===== src/rtl/moore_pkg.sv =====
// rtl/moore_pkg.sv - shared state encoding for the moore sequence generator/detector pair
package moore_pkg;

    localparam int STATE_W = 3;

    localparam logic [STATE_W-1:0] ST_IDLE   = 3'd0;
    localparam logic [STATE_W-1:0] ST_SHIFT  = 3'd1;
    localparam logic [STATE_W-1:0] ST_PARITY = 3'd2;
    localparam logic [STATE_W-1:0] ST_GAP    = 3'd3;

    typedef enum logic [STATE_W-1:0] {
        S_IDLE   = ST_IDLE,
        S_SHIFT  = ST_SHIFT,
        S_PARITY = ST_PARITY,
        S_GAP    = ST_GAP
    } state_t;

endpackage


===== src/rtl/moore_seq_shreg.sv =====
// rtl/moore_seq_shreg.sv - loadable shift register with direction select and enable
module moore_seq_shreg #(
    parameter int WIDTH     = 16,
    parameter bit LSB_FIRST = 1'b1
) (
    input  logic             clk,
    input  logic             reset,
    input  logic             en,
    input  logic             load,
    input  logic             shift,
    input  logic [WIDTH-1:0] data,
    output logic             bit_out
);

    logic [WIDTH-1:0] q;

    always_ff @(posedge clk or negedge reset) begin
        if (!reset) begin
            q <= '0;
        end else if (en) begin
            if (load) begin
                q <= data;
            end else if (shift) begin
                if (LSB_FIRST) begin
                    q <= {1'b0, q[WIDTH-1:1]};
                end else begin
                    q <= {q[WIDTH-2:0], 1'b0};
                end
            end
        end
    end

    // The bit currently presented always sits at the exit end of the register.
    assign bit_out = LSB_FIRST ? q[0] : q[WIDTH-1];

endmodule


===== src/rtl/moore_seq_gen.sv =====
// rtl/moore_seq_gen.sv - serial pattern transmitter; SEQ_GEN_PARITY_EN adds an even-parity bit
module moore_seq_gen
    import moore_pkg::*;
#(
    parameter int WIDTH      = 16,
    parameter bit LSB_FIRST  = 1'b1,
    parameter int GAP_CYCLES = 0
) (
    input  logic               clk,
    input  logic               reset,
    input  logic               en,
    input  logic               load_valid,
    output logic               load_ready,
    input  logic [WIDTH-1:0]   load_data,
    output logic               dout,
    output logic               dout_valid,
    output logic               done,
    output logic [STATE_W-1:0] state
);

    localparam int               CNT_W     = $clog2(WIDTH + 1);
    localparam logic [CNT_W-1:0] LAST_BIT  = CNT_W'(WIDTH - 1);
    localparam logic [CNT_W-1:0] PENULT    = CNT_W'(WIDTH - 2);
    localparam logic [7:0]       LAST_GAP  = 8'(GAP_CYCLES - 1);
    localparam state_t           POST_WORD = (GAP_CYCLES > 0) ? S_GAP : S_IDLE;

    state_t           state_q;
    state_t           state_d;
    logic [CNT_W-1:0] bit_cnt;
    logic [7:0]       gap_cnt;
    logic             done_d;
    logic             accept;
    logic             data_bit;

    assign load_ready = (state_q == S_IDLE);
    assign accept     = en && load_valid && load_ready;
    assign state      = state_q;

    moore_seq_shreg #(
        .WIDTH    (WIDTH),
        .LSB_FIRST(LSB_FIRST)
    ) u_shreg (
        .clk    (clk),
        .reset  (reset),
        .en     (en),
        .load   (accept),
        .shift  (state_q == S_SHIFT),
        .data   (load_data),
        .bit_out(data_bit)
    );

`ifdef SEQ_GEN_PARITY_EN
    logic par_q;

    always_ff @(posedge clk or negedge reset) begin
        if (!reset) begin
            par_q <= 1'b0;
        end else if (accept) begin
            par_q <= ^load_data;
        end
    end
`endif

    always_comb begin
        state_d = state_q;
        done_d  = 1'b0;
        case (state_q)
            S_IDLE: begin
                if (load_valid) state_d = S_SHIFT;
            end
            S_SHIFT: begin
`ifdef SEQ_GEN_PARITY_EN
                done_d = (bit_cnt == LAST_BIT);
                if (bit_cnt == LAST_BIT) state_d = S_PARITY;
`else
                // done is registered, so it is raised one edge ahead of the last bit.
                done_d = (bit_cnt == PENULT);
                if (bit_cnt == LAST_BIT) state_d = POST_WORD;
`endif
            end
`ifdef SEQ_GEN_PARITY_EN
            S_PARITY: state_d = POST_WORD;
`endif
            S_GAP: begin
                if (gap_cnt == LAST_GAP) state_d = S_IDLE;
            end
            default: state_d = S_IDLE;
        endcase
    end

    always_ff @(posedge clk or negedge reset) begin
        if (!reset) begin
            state_q <= S_IDLE;
            bit_cnt <= '0;
            gap_cnt <= '0;
            done    <= 1'b0;
        end else if (en) begin
            state_q <= state_d;
            done    <= done_d;
            bit_cnt <= (state_q == S_SHIFT) ? bit_cnt + CNT_W'(1) : '0;
            gap_cnt <= (state_q == S_GAP) ? gap_cnt + 8'd1 : 8'd0;
        end
    end

    always_comb begin
        dout       = 1'b0;
        dout_valid = 1'b0;
        case (state_q)
            S_SHIFT: begin
                dout       = data_bit;
                dout_valid = 1'b1;
            end
`ifdef SEQ_GEN_PARITY_EN
            S_PARITY: begin
                dout       = par_q;
                dout_valid = 1'b1;
            end
`endif
            default: begin
                dout       = 1'b0;
                dout_valid = 1'b0;
            end
        endcase
    end

endmodule


===== config.mk =====
export PLATFORM = sky130hd
export DESIGN_NAME = moore_seq_gen
export DESIGN_NICKNAME = d
export VERILOG_FILES = /design/src/rtl/moore_pkg.sv /design/src/rtl/moore_seq_shreg.sv /design/src/rtl/moore_seq_gen.sv
export SDC_FILE = /design/constraint.sdc
export NUM_CORES = 1
export LEC_CHECK = 0
export CAP_MARGIN = 20
export CORE_ASPECT_RATIO = 0.7
export CORE_MARGIN = 4
export CORE_UTILIZATION = 48
export DETAILED_ROUTE_END_ITERATION = 8
export GPL_ROUTABILITY_DRIVEN = 0
export GPL_TIMING_DRIVEN = 0
export PLACE_DENSITY = 0.77
export SYNTH_ARGS = -nofsm -noshare
export SYNTH_HDL_FRONTEND = slang
export SYNTH_SLANG_ARGS = --single-unit

===== constraint.sdc =====
create_clock -name clk -period 1.45 [get_ports clk]
set_input_delay 0.29 -clock clk [delete_from_list [all_inputs] [get_ports clk]]
set_output_delay 0.29 -clock clk [all_outputs]
set_load 0.05 [all_outputs]

==> flow_metrics.tcl, run 1 <==
set metrics [dict create \
    rows 14 \
    worstSetupPathType "register to primary output" \
    portBuffers 23 \
    async_flop_share 1.00 \
    crit_path_max_fanout 5 \
    regToRegEndpoint "u_shreg.q[12]" \
    maxSlewViolCount 0 \
    synthCells 111 \
    finalClockSkew_ns 0.0152 \
    n_fill_cell 180 \
    required_ns 1.16 \
    min_path_type "input pin to async pin" \
    timing.final.crit_share 1.02 \
    grtUsageTotal 0.163 \
    dpl.hpwl_mm 1.75 \
    diodes 0 \
    final_util 0.690 \
    first_pass_iters 4 \
    worstSetupEndpointType "primary output" \
    htree_levels 1 \
    syn_avg_cell_area_um2 10.3 \
    postRouteWirelength_mm 2.62 \
    die_h_um 48.9 \
    core_um2 2210 \
    fin_hold_ws_ns 0.277 \
    synth_xor_area_frac 0 \
    postPlaceCellArea_um2 1420 \
    rsz0062_at_grt "true" \
    ant_nets 0 \
    yosys-top-cells-area "dfrtp_1, o22ai_1, a22o_1" \
    vias 1005 \
    layout-drive-gt1-share 0.217 \
    synthAdderAreaFrac 0.0328 \
    grt_first_pass_wirelength_mm 4.18 \
    yosysMostFrequentCell "dfrtp_1" \
    antenna_found_initial 0 \
    viasPerCell 5.74 \
    status "finished, violations left" \
    clock_latency_ns 0.32 \
    p_per_area_nw_per_um2 1740 \
    fmax_mhz 677 \
    gr-total-overflow 0 \
    ys_warn_count 0 \
    die_w_um 66.4 \
    finalNonFillerCells 175 \
    design_area_um2 1520 \
    rr_startpoint "state[0]" \
    ys_seq_area_frac 0.503 \
    first_global_vias 915 \
    cts_root_buf "clkbuf_4" \
    leakage_nw 0.667 \
    finalHoldViolCount 0 \
    start_util 0.519 \
    synth_top_area_share 0.503 \
    yosys.area_share.simple 0.0951 \
    synth_area_um2 1140 \
    cts_tree "built" \
    die_area_um2 3240 \
    nNetsFinal 167 \
    dp.cells 167 \
    synth_ff_type "dfrtp_1" \
    ys_seq_elements 23 \
    grt_max_degree 24 \
    p_total_w 0.00265 \
    cts-buffers-inserted 3 \
    r2r_cells 5 \
    finalSetupViolCount 1 \
    peakVddDrop_mv 0.761 \
    syn_to_final_growth_pct 33.0 \
    crit_arrival_ns 1.19 \
    final.setup.worst_slack_ns -0.0266 \
    clk_pin_slew_worst_paths_ns 0.11 \
    cts_buffer_depth 2 \
    violations "setup timing" \
    wl_per_cell_um 14.9 \
    r2r_setup_slack_ns 0.09 \
    synth_enable_flop_cells 0 \
    synth-compound-area-share 0.275 \
    startpoint_type "register" \
    drv_cap 0 \
    route.detailed.drc 0 \
    clkSinkCount 23 \
    ios 27 \
    final.min_clock_period_ns 1.48 \
    yosysTopAreaCell "dfrtp_1" \
    synthMuxAreaShare 0.00874 \
    synth_commonest_cells "dfrtp_1, o22ai_1, a22o_1" \
    ys_types 27 \
    drt_iter0_drc 74 \
    synth_top_family_by_area "compound AO/OA/AOI/OAI gates" \
]
==> through the flow <==
stage | setup WS (ns) | setup TNS [ns]
finish | -0.0266 | -0.0266
global route | -0.0683 | -0.117
CTS | -0.0279 | -0.0469
detailed placement | -0.453 | -5.46
global placement | -0.450 | -5.09
floorplan | 0.105 | 0
==> layout by cell type (no fill, tap or decap), types with 3 or more instances in the layout <==
cell and instances:
nand2_1 3, buf_4 9, nand3b_1 3, a22o_1 11, nand3_1 3, dfrtp_1 22
ha_1 3, buf_8 3, a21oi_1 10, clkbuf_4 3, inv_1 5, buf_2 5
o22ai_1 19, clkdlybuf4s50_1 18
==> layer usage <==
layer	vias to the layer above	wire [µm]	global-route usage
met3	4	208	0.0576
met4	0	34	0.0203
met1	487	1150	0.230
met5	-	0	0
met2	35	1220	0.247
li1	479	-	-
==> cells by family (layout without fill, tap and decap cells) <==
group | count (synthesis) | count (layout)
AND/OR/NAND/NOR | 18 | 18
AO/OA/AOI/OAI | 48 | 48
adder cells (fa/ha/maj) | 3 | 3
other | 1 | 2
flip-flops | 23 | 23
buffers and inverters | 17 | 48
multiplexers | 1 | 1
==> worst max-delay path by stage <==
stage | depth (start not counted) | slack [ns] | from | endpoint
after global routing | 3 | -0.07 | state[0] | dout
after detailed placement | 3 | -0.45 | state[0] | load_ready
final | 3 | -0.03 | state[0] | dout
after CTS | 3 | -0.03 | state[0] | dout
after floorplan | 2 | 0.10 | state[0] | dout
after global placement | 3 | -0.45 | state[0] | load_ready
==> report_power, final <==
group	switching (W)	leakage, nW	internal, W
combinational	0.000617	0.380	0.000616
clock	0.000189	0.0177	0.000103
sequential	0.000217	0.269	0.000907
total	0.00102	0.667	0.00163
==> sequential cells by signal, summed over array words and instances (netlist names) <==
signal / flops
u_shreg.q: 16
bit_cnt: 5
done: 1
state: 1
==> cell type report <==
| cell class | count | area [µm²] | share of cell area |
|---|---|---|---|
| repair buffers | 28 | 292 | 0.191 |
| clock buffers | 3 | 22.5 | 0.0148 |
| multi-input cells | 72 | 485 | 0.319 |
| plain buffers | 10 | 76.3 | 0.0501 |
| well taps | 32 | 40.0 | 0.0263 |
| flip-flops and latches | 23 | 577 | 0.379 |
| clock inverters | 1 | 5.00 | 0.00329 |
| inverters | 6 | 25.0 | 0.0164 |
==> worst max-delay path, stage by stage, from the launching register on <==
cell	delay, ns
dfrtp_2	0.48
buf_6	0.14
and2_4	0.13
buf_8	0.14
==> repair_timing <==
item                                   in CTS  in global routing
setup endpoints to repair                   5                 13
buffers inserted                            4                  0
endpoints found under the hold margin       0                  0
hold buffers                                0                  0
resized for setup                          30                  7
(Power assumes the default switching activity.)
==> run 2: changes to the inputs <==
--- a/config.mk
+++ b/config.mk
@@ -5,14 +5,13 @@
 export SDC_FILE = /design/constraint.sdc
 export NUM_CORES = 1
 export LEC_CHECK = 0
-export CAP_MARGIN = 20
 export CORE_ASPECT_RATIO = 0.7
 export CORE_MARGIN = 4
 export CORE_UTILIZATION = 48
 export DETAILED_ROUTE_END_ITERATION = 8
 export GPL_ROUTABILITY_DRIVEN = 0
 export GPL_TIMING_DRIVEN = 0
-export PLACE_DENSITY = 0.77
+export PLACE_DENSITY = 0.83
 export SYNTH_ARGS = -nofsm -noshare
 export SYNTH_HDL_FRONTEND = slang
 export SYNTH_SLANG_ARGS = --single-unit
==> run 2 against run 1 <==
  * The run still ends with setup timing left
  * Sequential power about the same
  * Largest power group unchanged
  * Final cell count unchanged
  * Fmax up 0.66%
  * Power up 0.29%
  * Global-route usage up 1.2 points
  * Setup slack better by 0.0098 ns
==> flow_metrics.tcl, run 2 (synthesis gave the netlist of run 1 again) <==
set metrics [dict create \
    worstSetupEndpointType "primary output" \
    final.setup.worst_slack_ns -0.0169 \
    ant_nets 0 \
    largest-register "u_shreg.q" \
    finalClockSkew_ns 0.00600 \
    worstSetupPathType "register to primary output" \
    cts_buffer_depth 2 \
    fmax_mhz 682 \
    p_per_area_nw_per_um2 1780 \
    die_area_um2 3240 \
    leakage_nw 0.665 \
    rr_startpoint "bit_cnt[1]" \
    required_ns 1.16 \
    nNetsFinal 167 \
    ios 27 \
    diodes 0 \
    die_w_um 66.4 \
    clock_latency_ns 0.31 \
    final_cell_mix "dfrtp_1, o22ai_1, clkdlybuf4s50_1, a22o_1, a21oi_1" \
    violations "setup timing" \
    vias 996 \
    core_um2 2210 \
    slew_headroom 0.316 \
    finalHoldViolCount 0 \
    route.detailed.drc 0 \
    postPlaceCellArea_um2 1420 \
    viasPerCell 5.69 \
    min_path_type "input pin to async pin" \
    p_sw_w 0.00104 \
    drv_cap 0 \
    postRouteWirelength_mm 2.66 \
    cts_root_buf "clkbuf_4" \
    top_regs "u_shreg.q (16), bit_cnt (5)" \
    die_h_um 48.9 \
    largest_reg_flops 16 \
    maxSlewViolCount 0 \
    grt_max_degree 24 \
    wl_per_cell_um 15.2 \
    status "finished, violations left" \
    clk_pin_slew_worst_paths_ns 0.12 \
    portBuffers 23 \
    cts-buffers-inserted 3 \
    netSwitchingFraction 0.390 \
    dpl.hpwl_mm 1.92 \
    antenna_found_initial 0 \
    design_area_um2 1490 \
    startpoint_type "register" \
    tightest_slew_ns 1.02 \
    drt_iter0_drc 135 \
    syn_to_final_growth_pct 30.3 \
    r2r_cells 5 \
    grtUsageTotal 0.175 \
    layout-drive-gt1-share 0.203 \
    internal-power_w 0.00162 \
    finalNonFillerCells 175 \
    dp.cells 167 \
    crit_start "state[0]" \
    rsz0062_at_grt "true" \
    peakVddDrop_mv 0.982 \
    combPwrFrac 0.462 \
    first_pass_iters 4 \
    grt_first_pass_wirelength_mm 4.45 \
    mostFrequentLayoutCell "dfrtp_1" \
    hold_buffers 0 \
    start_util 0.519 \
    final.min_clock_period_ns 1.47 \
    cts_tree "built" \
    p_clk_frac 0.112 \
    rows 14 \
    power_frac_seq 0.426 \
    finalSetupViolCount 1 \
    clkSinkCount 23 \
    htree_levels 1 \
    crit_path_max_fanout 5 \
    crit_arrival_ns 1.18 \
    final_util 0.676 \
    gr-total-overflow 0 \
    first_global_vias 929 \
    timing.final.crit_share 1.01 \
]
-- run 2: through the flow --
step                      setup TNS (ns)  worst slack [ns]  power [W]  hold slack, ns
after detailed placement           -4.95            -0.456    0.00227           0.491
final                            -0.0169           -0.0169    0.00266           0.129
after global placement             -4.84            -0.447    0.00220           0.489
after CTS                        -0.0450           -0.0279    0.00264           0.389
after global routing             -0.0979           -0.0656    0.00284           0.209
after floorplan                        0             0.105    0.00192        -0.00559
-- run 2: per-layer routing --
layer | wire length (µm) | vias up | share of wire | track usage
met3 | 214 | 2 | 0.080 | 0.0599
met4 | 10 | 0 | 0.0038 | 0.0203
met2 | 1270 | 40 | 0.48 | 0.269
li1 | - | 476 | - | -
met1 | 1170 | 478 | 0.44 | 0.246
met5 | 0 | - | 0 | 0
-- run 2: path summary, 6_finish.rpt --
| path | slack [ns] | to |
|---|---|---|
| setup / recovery | -0.02 | dout |
| hold / removal | 0.13 | u_shreg.q[7] |
| setup reg to reg | 0.12 | state[0] |
| hold reg to reg | 0.52 | u_shreg.q[5] |
| max in group asynchronous | 0.63 | state[0] |
| min in group clk | 0.39 | u_shreg.q[11] |
-- run 2: cell type report --
class / instances / area, µm²
Fill cell: 191 / 716
Inverter: 6 / 22.5
Tap cell: 32 / 40.0
Multi-Input combinational cell: 72 / 482
Sequential cell: 23 / 577
Buffer: 11 / 77.6
Clock buffer: 4 / 26.3
Timing Repair Buffer: 27 / 267
-- run 2: power by group through the flow --
stage | sequential, W | combinational [W] | clock, W
global route | 0.00117 | 0.00133 | 0.000341
global placement | 0.00113 | 0.00107 | 0
finish | 0.00113 | 0.00123 | 0.000298
detailed placement | 0.00116 | 0.00111 | 0
floorplan | 0.00114 | 0.000778 | 0
CTS | 0.00113 | 0.00121 | 0.000304
-- run 2: what timing repair did --
action | 4_1_cts | 5_1_grt
endpoints found under the setup margin | 5 | 5
gates resized for setup | 30 | 5
gates cloned | 0 | 0
buffers inserted | 2 | 2
endpoints found under the hold margin | 0 | 0
pin swaps | 0 | 0
-- run 2: critical path: stages (launching register included) --
cell and delay (ns):
dfrtp_2 0.47, buf_6 0.13, and2_4 0.13, buf_8 0.14
==> run 3: changes to the inputs <==
--- a/config.mk
+++ b/config.mk
@@ -9,7 +9,6 @@
 export CORE_MARGIN = 4
 export CORE_UTILIZATION = 48
 export DETAILED_ROUTE_END_ITERATION = 8
-export GPL_ROUTABILITY_DRIVEN = 0
 export GPL_TIMING_DRIVEN = 0
 export PLACE_DENSITY = 0.83
 export SYNTH_ARGS = -nofsm -noshare
==> results of run 3 <==
The final DEF is identical to that of run 2; final timing and power are the same.
==> RTL change 1: new RTL, flow settings as in run 1 <==
Build with the macro `SEQ_GEN_PARITY_EN` defined.
--- a/src/rtl/moore_seq_gen.sv
+++ b/src/rtl/moore_seq_gen.sv
@@ -1,3 +1,5 @@
 // rtl/moore_seq_gen.sv - serial pattern transmitter; SEQ_GEN_PARITY_EN adds an even-parity bit
+`define SEQ_GEN_PARITY_EN
+
 module moore_seq_gen
     import moore_pkg::*;
Function: no difference found for any inputs over 10 cycles, from zero or initial values and one cycle with reset low; that may be too few to reach the edited logic, so the function may still have changed.
==> RTL change 1 against run 1 <==
  * The run still ends with negative setup slack left
  * Hold slack worse by 0.22 ns
  * Area after synthesis is 57% higher
  * Utilization is 9.1 points higher
  * Synthesized cell count is 68% higher
  * Worst setup slack worse by 0.21 ns
  * Register-to-register slack worse by 0.28 ns
  * Cell area is 82% higher
  * Power is 90% higher
  * Wire length is 86% higher
  * Sequential cell count is 10 higher
  * Non-clock buffer count is 19 higher
  * Via count is 60% higher
  * Largest power group unchanged
==> RTL change 1: results (changes against run 1) <==
- The final net count is 271 (was 167).
- The met1 usage is 0.284 (was 0.230).
- The standard cell area after detailed placement is 0.00219 mm^2 (was 0.00142 mm^2).
- Failing checks: negative setup slack (unchanged).
- Leading post-synthesis cells by instance count: dfrtp_1, nand2_1, o21ai_0 (was dfrtp_1, o22ai_1, a22o_1).
- The setup TNS came to -0.815 ns (was -0.0266 ns).
- Status: finished with violations (unchanged).
- The clock network latency to the later pin of the worst-skew pair came to 0.30 ns (was 0.32 ns).
- The power in combinational cells came to 2.82 mW (was 1.23 mW).
- The clock transition at the registers of the reported paths was 0.07 ns (was 0.11 ns).
- The sequential element share of the synthesized area is 0.461 (was 0.503).
- The maximum number of pins on one net before global-route repair is 34 (was 24).
- The number of buffers inserted during clock tree synthesis was 5 (was 3).
- The CTS H-tree depth is 2 (was 1).
- The total instance count after detailed placement was 262 (was 167).
- The wire length on met2 was 2290 um (was 1220 um).
- The worst reg-to-reg path cell count came to 6 (was 5).
- The largest fanout of any net on the critical path is 4 (was 5).
- Top post-synthesis cells by area: dfrtp_1, xnor2_1, mux2i_1, o21ai_0, nand2_1 (was dfrtp_1, o22ai_1, a22o_1, a21oi_1, ha_1).
- The launch point of the worst reg-to-reg path is bit_cnt[1]$_DFFE_PN0P_ (was state[0]$_DFFE_PN0P_).
- The launch point of the critical path is state[1]$_DFFE_PN0P_ (was state[0]$_DFFE_PN0P_).
- The stage delay of the slowest cell on the critical path is 0.43 ns (was 0.48 ns).
- The global-route track usage on met2 came to 0.282 (was 0.247).
- The worst-case hold slack is 0.0534 ns (was 0.277 ns).
- The post-route worst setup slack came to -0.240 ns (was -0.0266 ns).
- The capture instance of the worst register-to-register path is state[0]$_DFFE_PN0P_ (was u_shreg.q[12]$_DFFE_PN0P_).
- The flop-to-flop setup slack is -0.19 ns (was 0.09 ns).
- Regs by FF count: u_shreg.q (16), gap_cnt (8), bit_cnt (5) (was u_shreg.q (16), bit_cnt (5)).
- The share of layout cells above drive strength 1 is 0.414 (was 0.217).
- The met3 usage came to 0.0471 (was 0.0576).
- The count of endpoints failing setup in the final report is 13 (was 1).
- The met1 layer wirelength in the final routing is 2240 um (was 1150 um).
- The worst setup timing slack at the placement stage is -0.706 ns (was -0.453 ns).
- The overall routing resource usage is 0.199 (was 0.163).
- The sequential cell fraction of total power is 0.292 (was 0.424).
- The average wire length per cell after detail routing came to 16.6 um (was 14.9 um).
- The largest voltage drop on the vdd net is 1730 uV (was 761 uV).
- The data arrival time of the critical path was 1.40 ns (was 1.19 ns).
- The routed length on met3 is 235 um (was 208 um).
- The ratio of routed vias to standard cells is 5.48 (was 5.74).
- The total wirelength of the detailed-routed design came to 4870 um (was 2620 um).
- The distinct cell type count of the synthesized netlist came to 30 (was 27).
- The sequential-cell power consumption is 1.47 mW (was 1.12 mW).
- The number of design-rule violations left by the first detailed-router iteration is 119 (was 74).
- The count of input and output buffers was 25 (was 23).
- The half-perimeter wire length after placement was 2790 um (was 1750 um).
- The wire length of the first global-routing pass is 7010 um (was 4180 um).
-- RTL change 1: repair_timing --
item / 4_1_cts / 5_1_grt
hold buffers: 0 / 0
gates resized for setup: 49 / 63
gates cloned: 0 / 3
setup buffers: 13 / 9
endpoints found under the hold margin: 0 / 0
pin swaps: 7 / 15
setup endpoints to repair: 22 / 26
-- RTL change 1: layout make-up --
type	instances	area, um^2	share of cell area
Timing Repair Buffer	50	510	0.184
Buffer	7	75.1	0.0270
Inverter	11	46.3	0.0167
Sequential cell	33	828	0.298
Clock buffer	8	90.1	0.0324
Tap cell	50	62.6	0.0225
Multi-Input combinational cell	135	1160	0.419
-- RTL change 1: logic make-up after synthesis --
group	Yosys count	share of synthesized area
compound gates	40	0.130
xor+xnor	17	0.0831
fa+ha+maj	8	0.0559
buf+inv	19	0.0454
flops	33	0.461
mux	14	0.0796
other cells	1	0.00209
simple gates	55	0.143
==> RTL change 2: new RTL, settings of run 1 <==
Made on the original files. One comparison of `bit_cnt` changes from == to >=.
--- a/src/rtl/moore_seq_gen.sv
+++ b/src/rtl/moore_seq_gen.sv
@@ -76,5 +76,5 @@
                 // done is registered, so it is raised one edge ahead of the last bit.
                 done_d = (bit_cnt == PENULT);
-                if (bit_cnt == LAST_BIT) state_d = POST_WORD;
+                if (bit_cnt >= LAST_BIT) state_d = POST_WORD;
 `endif
             end
Check against the original RTL: no difference found for any inputs over 10 cycles, from zero or initial values and one cycle with reset low; that may be too few to reach the edited logic, so the function may still have changed.
==> RTL change 2 against run 1 <==
  * The run still ends with negative setup slack left
  * Count of clock-buffer cells in the layout rose by 1
  * Power rose by 4.5%
  * Largest power group unchanged
  * Area after synthesis rose by 4.3%
  * Utilization rose by 0.28 points
  * Via count rose by 4.8%
  * Worst setup slack got worse by 0.083 ns
  * Cell area rose by 2.8%
  * Highest routed layer unchanged
  * Sequential cell count did not move
  * Wire length rose by 7.3%
  * Fmax fell by 5.3%
==> RTL change 2: results (changes against run 1) <==
- Top post-synthesis cells by area: dfrtp_1, a22o_1, o22ai_1, buf_4, a21oi_1 (was dfrtp_1, o22ai_1, a22o_1, a21oi_1, ha_1).
- The clock network latency to the later pin of the worst-skew pair is 0.32 ns (about the same).
- The number of antenna repair diodes is 0 (unchanged).
- The distinct cell type count of the synthesized netlist was 26 (was 27).
- The CTS H-tree depth is 1 (unchanged).
- The half-perimeter wire length after placement is 1900 um (was 1750 um).
- The first-pass iteration count of the detailed router is 4 (unchanged).
- Regs by FF count: u_shreg.q (16), bit_cnt (5) (unchanged).
- The overall routing resource usage is 0.180 (was 0.163).
- The async set or reset register ratio after synthesis is 1.00 (unchanged).
- The ratio of routed vias to standard cells came to 5.75 (was 5.74).
- The met3 usage is 0.0636 (was 0.0576).
- Status: finished with violations (unchanged).
- The number of design-rule violations left by the first detailed-router iteration is 84 (was 74).
- The global-route track usage on met2 is 0.258 (was 0.247).
- The worst clock skew is 0.00847 ns (was 0.0152 ns).
- The share of layout cells above drive strength 1 is 0.225 (was 0.217).
- The largest voltage drop on the vdd net is 1090 uV (was 761 uV).
- The remaining antenna violation count after routing is 0 (unchanged).
- The post-route worst setup slack is -0.110 ns (was -0.0266 ns).
- The setup TNS is -0.276 ns (was -0.0266 ns).
- The maximum number of pins on one net before global-route repair is 24 (unchanged).
- The wire length of the first global-routing pass was 4610 um (was 4180 um).
- The largest fanout of any net on the critical path is 3 (was 5).
- The sequential element share of the synthesized area came to 0.482 (was 0.503).
- The clock transition at the registers of the reported paths is 0.13 ns (was 0.11 ns).
- The total instance count after detailed placement was 171 (was 167).
- The critical path's slowest cell is dfrtp_2 (unchanged).
- Leading post-synthesis cells by instance count: dfrtp_1, o22ai_1, a22o_1 (unchanged).
- The gate count of the mapped netlist was 116 (was 111).
- The path category of the worst min-delay check is in -> async (unchanged).
- The count of synthesis-stage warnings from yosys came to 0 (unchanged).
- The stage delay of the slowest cell on the critical path is 0.44 ns (was 0.48 ns).
- The met1 usage is 0.252 (was 0.230).
- The standby leakage power is 0.691 nW (was 0.667 nW).
- The count of endpoints failing setup in the final report is 3 (was 1).
- The buffer levels on the longest clock path came to 2 (unchanged).
- Failing checks: negative setup slack (unchanged).
- The root buffer selected by CTS was clkbuf_4 (unchanged).
- The worst setup timing slack at the placement stage is -0.565 ns (was -0.453 ns).
- The initial antenna violation count is 0 (unchanged).
- The count of non-filler cells in the finished layout was 183 (was 175).
- The number of global-route vias before repair is 989 (was 915).
- The total wirelength of the detailed-routed design is 2810 um (was 2620 um).
- The data arrival time of the critical path is 1.27 ns (was 1.19 ns).
- The count of input and output buffers is 22 (was 23).
- The family of cells with the greatest summed delay on the critical path was flip-flops (unchanged).
- The number of buffers inserted during clock tree synthesis was 3 (unchanged).
-- RTL change 2: power by group --
group	total [mW]	internal (mW)	leakage [nW]	switching, mW
Clock	0.301	0.108	0.0150	0.193
Sequential	1.12	0.908	0.277	0.209
Combinational	1.35	0.678	0.399	0.674
-- RTL change 2: metrics by stage --
stage | utilization | hold WS, ns | area, um^2
detailed placement | 0.646 | 0.500 | 1460
finish | 0.693 | 0.253 | 1570
floorplan | - | -0.00559 | 1200
global placement | 0.646 | 0.489 | 1460
global route | 0.693 | 0.263 | 1570
CTS | 0.679 | 0.351 | 1530
-- RTL change 2: worst paths after layout --
kind / slack [ns] / cells past startpoint / start / endpoint
setup / recovery: -0.11 / 4 / state[0]$_DFFE_PN0P_ / dout
hold / removal: 0.25 / 1 / reset / u_shreg.q[8]$_DFFE_PN0P_
setup reg to reg: 0.07 / 6 / bit_cnt[1]$_DFFE_PN0P_ / state[0]$_DFFE_PN0P_
hold reg to reg: 0.53 / 1 / u_shreg.q[5]$_DFFE_PN0P_ / u_shreg.q[5]$_DFFE_PN0P_
max in group asynchronous: 0.75 / 2 / reset / state[0]$_DFFE_PN0P_
min in group clk: 0.36 / 4 / load_valid / u_shreg.q[11]$_DFFE_PN0P_
-- RTL change 2: cell families after synthesis --
logic type / synth area share
and+or+nand+nor: 0.103
muxes: 0.00839
buffers and inverters: 0.0964
DFF: 0.482
other: 0.00314
AOI/OAI and AO/OA: 0.276
adders and majority gates: 0.0314
-- RTL change 2: worst register-to-register path, stage by stage, from the launching register on --
cell and delay, ns:
dfrtp_1 0.45, ha_2 0.20, and3_1 0.18, ha_1 0.16, o21ai_0 0.14, o211ai_1 0.10
o21ai_0 0.08
-- RTL change 2: layout make-up --
type | count | area [um^2]
fill | 185 | 694
timing repair buffer | 31 | 300
clock buffer | 4 | 26.3
tap | 32 | 40.0
sequential | 23 | 577
inverter | 6 | 22.5
multi-input combinational | 75 | 512
buffer | 12 | 87.6
-- RTL change 2: layer usage --
layer	part of all wire	vias up	wire (um)
li1	-	504	-
met1	0.47	500	1310
met2	0.44	40	1240
met3	0.072	9	203
met4	0.016	0	46
met5	0	-	0
-- RTL change 2: what timing repair did --
item | CTS | global route
setup endpoints to repair | 5 | 10
pin swaps | 0 | 1
setup buffers | 5 | 4
resized for setup | 28 | 2
